**config.mk**
```make
export PLATFORM = sky130hd
export DESIGN_NAME = div_cu
export DESIGN_NICKNAME = d
export VERILOG_FILES = /design/src/rtl/div_pkg.sv /design/src/rtl/div_cu.sv
export SDC_FILE = /design/constraint.sdc
export NUM_CORES = 1
export LEC_CHECK = 0
export ABC_AREA = 1
export CAP_MARGIN = 0
export CORE_AREA = 2 2 39 41
export CTS_BUF_LIST = sky130_fd_sc_hd__clkbuf_8
export DETAILED_ROUTE_END_ITERATION = 8
export DIE_AREA = 0 0 41 43
export PLACE_DENSITY = 0.65
export SLEW_MARGIN = 20
export SYNTH_ARGS = -nofsm -noshare
export SYNTH_HDL_FRONTEND = slang
export SYNTH_SLANG_ARGS = --single-unit
export TNS_END_PERCENT = 1
```
**constraint.sdc**
```tcl
create_clock -name clk -period 0.85 [get_ports clk]
set_input_delay 0.085 -clock clk [delete_from_list [all_inputs] [get_ports clk]]
set_output_delay 0.085 -clock clk [all_outputs]
set_load 0.03 [all_outputs]
```
**src/rtl/div_pkg.sv**
```systemverilog
// Shared definitions for the 4-bit restoring divider control unit:
// FSM state encoding and the default iteration count.
package div_pkg;

   localparam int DIV_N_DEFAULT = 4;

   typedef logic [2:0] div_state_t;

   localparam logic [2:0] IDLE   = 3'd0;
   localparam logic [2:0] LOAD   = 3'd1;
   localparam logic [2:0] SHIFT  = 3'd2;
   localparam logic [2:0] UPDATE = 3'd3;
   localparam logic [2:0] DONE   = 3'd4;
   localparam logic [2:0] ERR    = 3'd5;

endpackage

```
**src/rtl/div_cu.sv**
```systemverilog
// Control unit for the restoring integer divider.
// Sequences LOAD, then WIDTH x (SHIFT, UPDATE), then DONE; a zero divisor
// seen at the start request goes to ERR instead.
// Optional build macro DIV_CU_PERF_EN adds the cycles[7:0] output, which
// counts the clocks spent in LOAD..UPDATE by the most recent operation.
module div_cu
   import div_pkg::*;
#(
   parameter int WIDTH = DIV_N_DEFAULT
)(
   input  logic       clk,
   input  logic       rst,
   input  logic       go,
   input  logic       error,
   input  logic       r_lt_y,
   input  logic [3:0] cnt_out,
   output logic       ld_r,
   output logic       ld_x,
   output logic       ld_y,
   output logic       sl_r,
   output logic       sl_x,
   output logic       sr,
   output logic       right_in_x,
   output logic       sel1,
   output logic       sel2,
   output logic       ld_cnt,
   output logic       ud,
   output logic       ce,
   output logic [3:0] n,
   output logic       busy,
   output logic       done,
   output logic       err_flag
`ifdef DIV_CU_PERF_EN
   ,
   output logic [7:0] cycles
`endif
);

   div_state_t state;
   div_state_t state_nxt;

   // Right shift and up-counting are never used by this algorithm.
   assign sr = 1'b0;
   assign ud = 1'b0;
   assign n  = 4'(WIDTH);

   // State register; reset drops any operation in flight.
   always_ff @(posedge clk or negedge rst) begin
      if (!rst) state <= IDLE;
      else      state <= state_nxt;
   end

   // Next-state logic; unused encodings fall back to IDLE.
   always_comb begin
      state_nxt = IDLE;
      case (state)
         IDLE:    state_nxt = go ? (error ? ERR : LOAD) : IDLE;
         LOAD:    state_nxt = SHIFT;
         SHIFT:   state_nxt = UPDATE;
         // cnt_out is the pre-decrement value, so 1 marks the last iteration
         UPDATE:  state_nxt = (cnt_out == 4'd1) ? DONE : SHIFT;
         DONE:    state_nxt = go ? (error ? ERR : LOAD) : DONE;
         ERR:     state_nxt = (go && !error) ? LOAD : ERR;
         default: state_nxt = IDLE;
      endcase
   end

   // Output decode: Moore, except the restore decision in UPDATE.
   always_comb begin
      ld_r       = 1'b0;
      ld_x       = 1'b0;
      ld_y       = 1'b0;
      sl_r       = 1'b0;
      sl_x       = 1'b0;
      right_in_x = 1'b0;
      sel1       = 1'b0;
      sel2       = 1'b1;
      ld_cnt     = 1'b0;
      ce         = 1'b0;
      busy       = 1'b0;
      done       = 1'b0;
      err_flag   = 1'b0;
      case (state)
         LOAD: begin
            busy   = 1'b1;
            ld_x   = 1'b1;
            ld_y   = 1'b1;
            ld_r   = 1'b1;
            sel1   = 1'b1;
            ld_cnt = 1'b1;
         end
         SHIFT: begin
            busy = 1'b1;
            sl_r = 1'b1;
         end
         UPDATE: begin
            busy       = 1'b1;
            sl_x       = 1'b1;
            ce         = 1'b1;
            right_in_x = ~r_lt_y;
            // R >= Y: keep the difference, otherwise R is left untouched
            ld_r       = ~r_lt_y;
         end
         DONE: begin
            done = 1'b1;
            sel2 = 1'b0;
         end
         ERR: begin
            err_flag = 1'b1;
         end
         default: ;
      endcase
   end

`ifdef DIV_CU_PERF_EN
   // Operation length counter: cleared when an operation is accepted,
   // advances while busy, holds otherwise, saturates at 255.
   always_ff @(posedge clk or negedge rst) begin
      if (!rst)                          cycles <= 8'd0;
      else if (state_nxt == LOAD)        cycles <= 8'd0;
      else if (busy && cycles != 8'hFF)  cycles <= cycles + 8'd1;
   end
`endif

endmodule

```
-- Word-level counts from Yosys, hierarchy flattened
Cells that the tools add are included.
- bits in registers: 3
- bits of input ports: 9
- output and inout bits: 19
- word-level logic and storage cells: 27
- equal/unequal tests: 6
- mux-type cells: 15
- bitwise logic cells: 1
- reduce and logical (&&, ||, !) cells: 4
- operator list (operator ; count):
    3-bit case mux with 6 select lines ; 1
    3-bit 2-to-1 mux ; 5
    1-bit 2-to-1 mux ; 8
    3-bit by 2-bit == test with 1-bit output (second input constant) ; 2
    3-bit == test (second input constant) ; 2
    4-bit by 1-bit == test with 1-bit output (second input constant) ; 1
    3-bit by 1-bit == test with 1-bit output (second input constant) ; 1
    3-bit zero test ; 1
    3-bit OR reduction ; 1
    1-bit case mux with 2 select lines ; 1
    1-bit logical AND ; 1
    1-bit zero test ; 1
    1-bit NOT ; 1

-- Longest topological paths before layout
- depth after elaboration: 4
- gate-level depth with buffers: 6
- mapped depth without buffers: 5

-- Worst setup path after synthesis
OpenSTA, ideal clock, no wires.
- path type: register to output
- start: register state[2]
- end: output port ld_x
- arrival time: 1.354 ns
- slack: -0.589 ns
- stages on the path, launching flop included: 5
- buffers on the path: 1
- path through: dfrtp_1 -> inv_2 -> nand2_2 -> nor2_1 -> buf_4
- cells in the longest elaborated chain, start to end: 2
- ends and longest elaborated chain (item ; RTL line ; RTL):
    start, declared ; div_cu.sv:39 ; div_state_t state;
    start signal, assigned ; div_cu.sv:50 ; else state <= state_nxt;
    3-bit by 1-bit == test with 1-bit output ; n/a ;
    1-bit 2-to-1 mux ; n/a ;
    end, declared ; div_cu.sv:18 ; output logic ld_x,
Every way passes these cells.

-- Worst setup path after layout
- start: register state[2]
- end: output port sl_r
- cells in the longest elaborated chain, start to end: 2
- ends and longest elaborated chain (item ; RTL line ; RTL):
    3-bit by 2-bit == test with 1-bit output ; div_cu.sv:83 ; case (state)
    1-bit 2-to-1 mux ; div_cu.sv:83 ;
    end, declared ; div_cu.sv:20 ; output logic sl_r,
Every way passes these cells.

==> impl_results.md <==
* Worst EP arrival at 1.13 ns
* CTS Root Cell: clkbuf_8
* Sequential area share after synthesis at 24.7%
* Biggest register: state
* DIE WIDTH at 41 microns
* Placed cell area at 514 sq um
* CP peak stage delay at 0.44 ns
* Crit end category: output port
* RSZ-0062 raised after global routing: true
* Num ports at 28
* Avg Inst Size Synth at 6.33 sq um
* Combinational Power Share at 73.0%
* Part of the power in registers at 12.0%
* Startpoint class of the critical path: flop
* Inst Count DP at 83
* Buffers on Ports at 21
* WS Path Type: flop to output port
* Core Area at 1380 sq um
* Std-Cell Rows at 14
* Switch Pwr at 0.00128 W
* Reg2Reg Capture Point: state[1]
* Via-to-Cell Ratio at 3.87
* Worst-path clk slew at 0.03 ns
* Area Growth Syn to Fin at 111%
* Leakage at 0.335 nW
* Share of post-route cells with drive strength above 1 at 54.7%
* Crit path max fanout at 5
* Synth cell types at 14
* Mapped Cells at 48
* Overall Power at 0.00265 W
* Post-DP HPWL at 566 microns
* CTS tree: yes
* Pre-antenna DRT Iters at 1
* Full die area at 1760 sq um
* Design Area, Final at 641 sq um
* Largest net degree at the start of global routing at 7
* Mapped Area at 304 sq um
* Clock share of power at 15.1%
* Max Freq at 822 MHz
* Starting density of the core at 22.0%
* CTS buffer count at 3
* Worst IR drop on VDD at 1.79 mV
* Clock Skew at 0.00165 ns
* Via Count at 352
* Residual DRC at 0
* Tmin final at 1.22 ns
* CP Cell Sequence: buf_4, nor3_4, buf_6
* Flop2flop setup slack at -0.12 ns
* Clk_lat worst skew at 0.21 ns
* Max Cap Viol at 0
* Final setup violation count at 16
* CTS Sinks at 3
* Worst endpoint required time at 0.76 ns
* H-tree depth at 1
* Pwr Density at 4130 nW/um^2
* Synth warn at 0
* Final nets at 85
* Cells on worst reg2reg path at 6
* CP max stage cell: dfrtp_2
* Setup Slack @ Placement at -0.170 ns
* GRT Total Usage at 10.3%
* Clk buf depth at 2
* Final WS setup at -0.366 ns
* Failing checks: setup timing
* Final number of max-transition violations at 0
* Initial antenna violation count at 0
* Synthesized flop and latch total at 3
* WL/cell at 8.49 microns
* Period utilization at 143%
* Gpl congestion at 0.675
* Hold Path Class: primary input to async pin
* DR iter-0 viols at 0
* Fin cells at 91
* Fill count at 153
* Int Power at 0.00136 W
* Global route overflow at 0
* R2r startpoint: state[0]
* Crit. Startpoint: state[2]
* Critical Path End: sl_r
* DIE HEIGHT at 43 microns
* Vias in the first global route at 320
* WL final at 773 microns
* Max reg flops at 3
* Hold Violations, Final at 0
* Antenna viol nets, final at 0
* Antenna cell count at 0
* Status: finished with violations
* Top flop regs: state (3)
* First-pass GRT wire length at 1.22 mm
* Switching share of power at 48.5%
[layout by cell type (no fill, tap or decap)]
master	Yosys	layout
nor2_4	0	2
nor2_2	2	2
o21ai_1	1	1
conb_1	2	6
dfrtp_2	0	2
inv_1	7	7
nand2_1	6	5
nand2_4	0	1
inv_4	0	1
clkdlybuf4s50_1	0	8
nand3_1	2	2
nor2_1	5	3
clkbuf_8	0	3
buf_6	0	9
nor3_2	0	3
a21oi_2	0	1
dfrtp_1	3	1
buf_4	10	13
nand2_2	2	2
inv_2	1	1
nor3_4	0	1
a21oi_1	2	1
[cell usage after synthesis]
library cell | instances | area [sq um]
nor3_1 | 4 | 20.0
nand2_2 | 2 | 12.5
o21ai_1 | 1 | 5.00
nor2_2 | 2 | 12.5
a21oi_1 | 2 | 10.0
nand2_1 | 6 | 22.5
conb_1 | 2 | 7.51
inv_2 | 1 | 3.75
nand3_1 | 2 | 10.0
nor2_1 | 5 | 18.8
inv_1 | 7 | 26.3
dfrtp_1 | 3 | 75.1
buf_2 | 1 | 5.00
buf_4 | 10 | 75.1
[cell type report]
| type | instances | area [sq um] | area share, % |
|---|---|---|---|
| Timing Repair Buffer | 30 | 279 | 43.6 |
| Clock inverter | 1 | 3.75 | 0.586 |
| Tap cell | 16 | 20.0 | 3.13 |
| Inverter | 8 | 32.5 | 5.08 |
| Clock buffer | 3 | 41.3 | 6.45 |
| Multi-Input combinational cell | 30 | 186 | 29.1 |
| Sequential cell | 3 | 77.6 | 12.1 |
[repair_timing]
item | in CTS | in global routing
gates resized for setup | 9 | 5
pin swaps | 1 | 0
setup endpoints to repair | 16 | 16
setup buffers | 2 | 2
hold buffers | 0 | 0
hold endpoints to repair | 0 | 0
[kinds of logic (layout without fill, tap and decap cells)]
family	after synthesis	after routing	share of synthesized area, %
simple gates	21	21	31.7
buf+inv	19	42	36.2
compound gates	3	3	4.94
flops	3	3	24.7
other cells	2	6	2.47
[metal layers]
metal  GRT usage, %  share of wire (%)
met2           17.2                 55
met5              0                  0
met4           6.00                  0
met1           10.6                 36
met3           3.14                8.4
[through the flow]
| step | hold WS, ns | util (%) | TNS, ns |
|---|---|---|---|
| after floorplan | -0.211 | - | -3.05 |
| after global placement | 0.278 | 37.2 | -1.89 |
| after detailed placement | 0.280 | 37.2 | -2.05 |
| after CTS | 0.0512 | 43.8 | -4.74 |
| after global routing | 0.0517 | 46.3 | -5.54 |
| final | 0.0528 | 46.3 | -4.63 |
[power groups by stage]
stage          clock network [W]  registers, W  logic (W)
5_1_grt                 0.000434      0.000328    0.00207
2_1_floorplan                  0      0.000283    0.00120
3_5_place_dp                   0      0.000313    0.00160
6_report                0.000400      0.000317    0.00193
3_3_place_gp                   0      0.000311    0.00158
4_1_cts                 0.000413      0.000315    0.00179
[critical path, delay by kind of cell, from the launching register on]
family / cells / cell delay, ns
buffers and inverters: 2 / 0.31
and+or+nand+nor: 1 / 0.16
DFF: 1 / 0.44
[worst min path at each step]
| stage | to | slack (ns) | depth (start not counted) |
|---|---|---|---|
| floorplan | state[0] | -0.21 | 0 |
| global placement | state[1] | 0.28 | 1 |
| detailed placement | state[1] | 0.28 | 1 |
| CTS | state[0] | 0.05 | 1 |
| global route | state[2] | 0.05 | 1 |
| finish | state[0] | 0.05 | 1 |
Power figures use the tool's default switching activity.
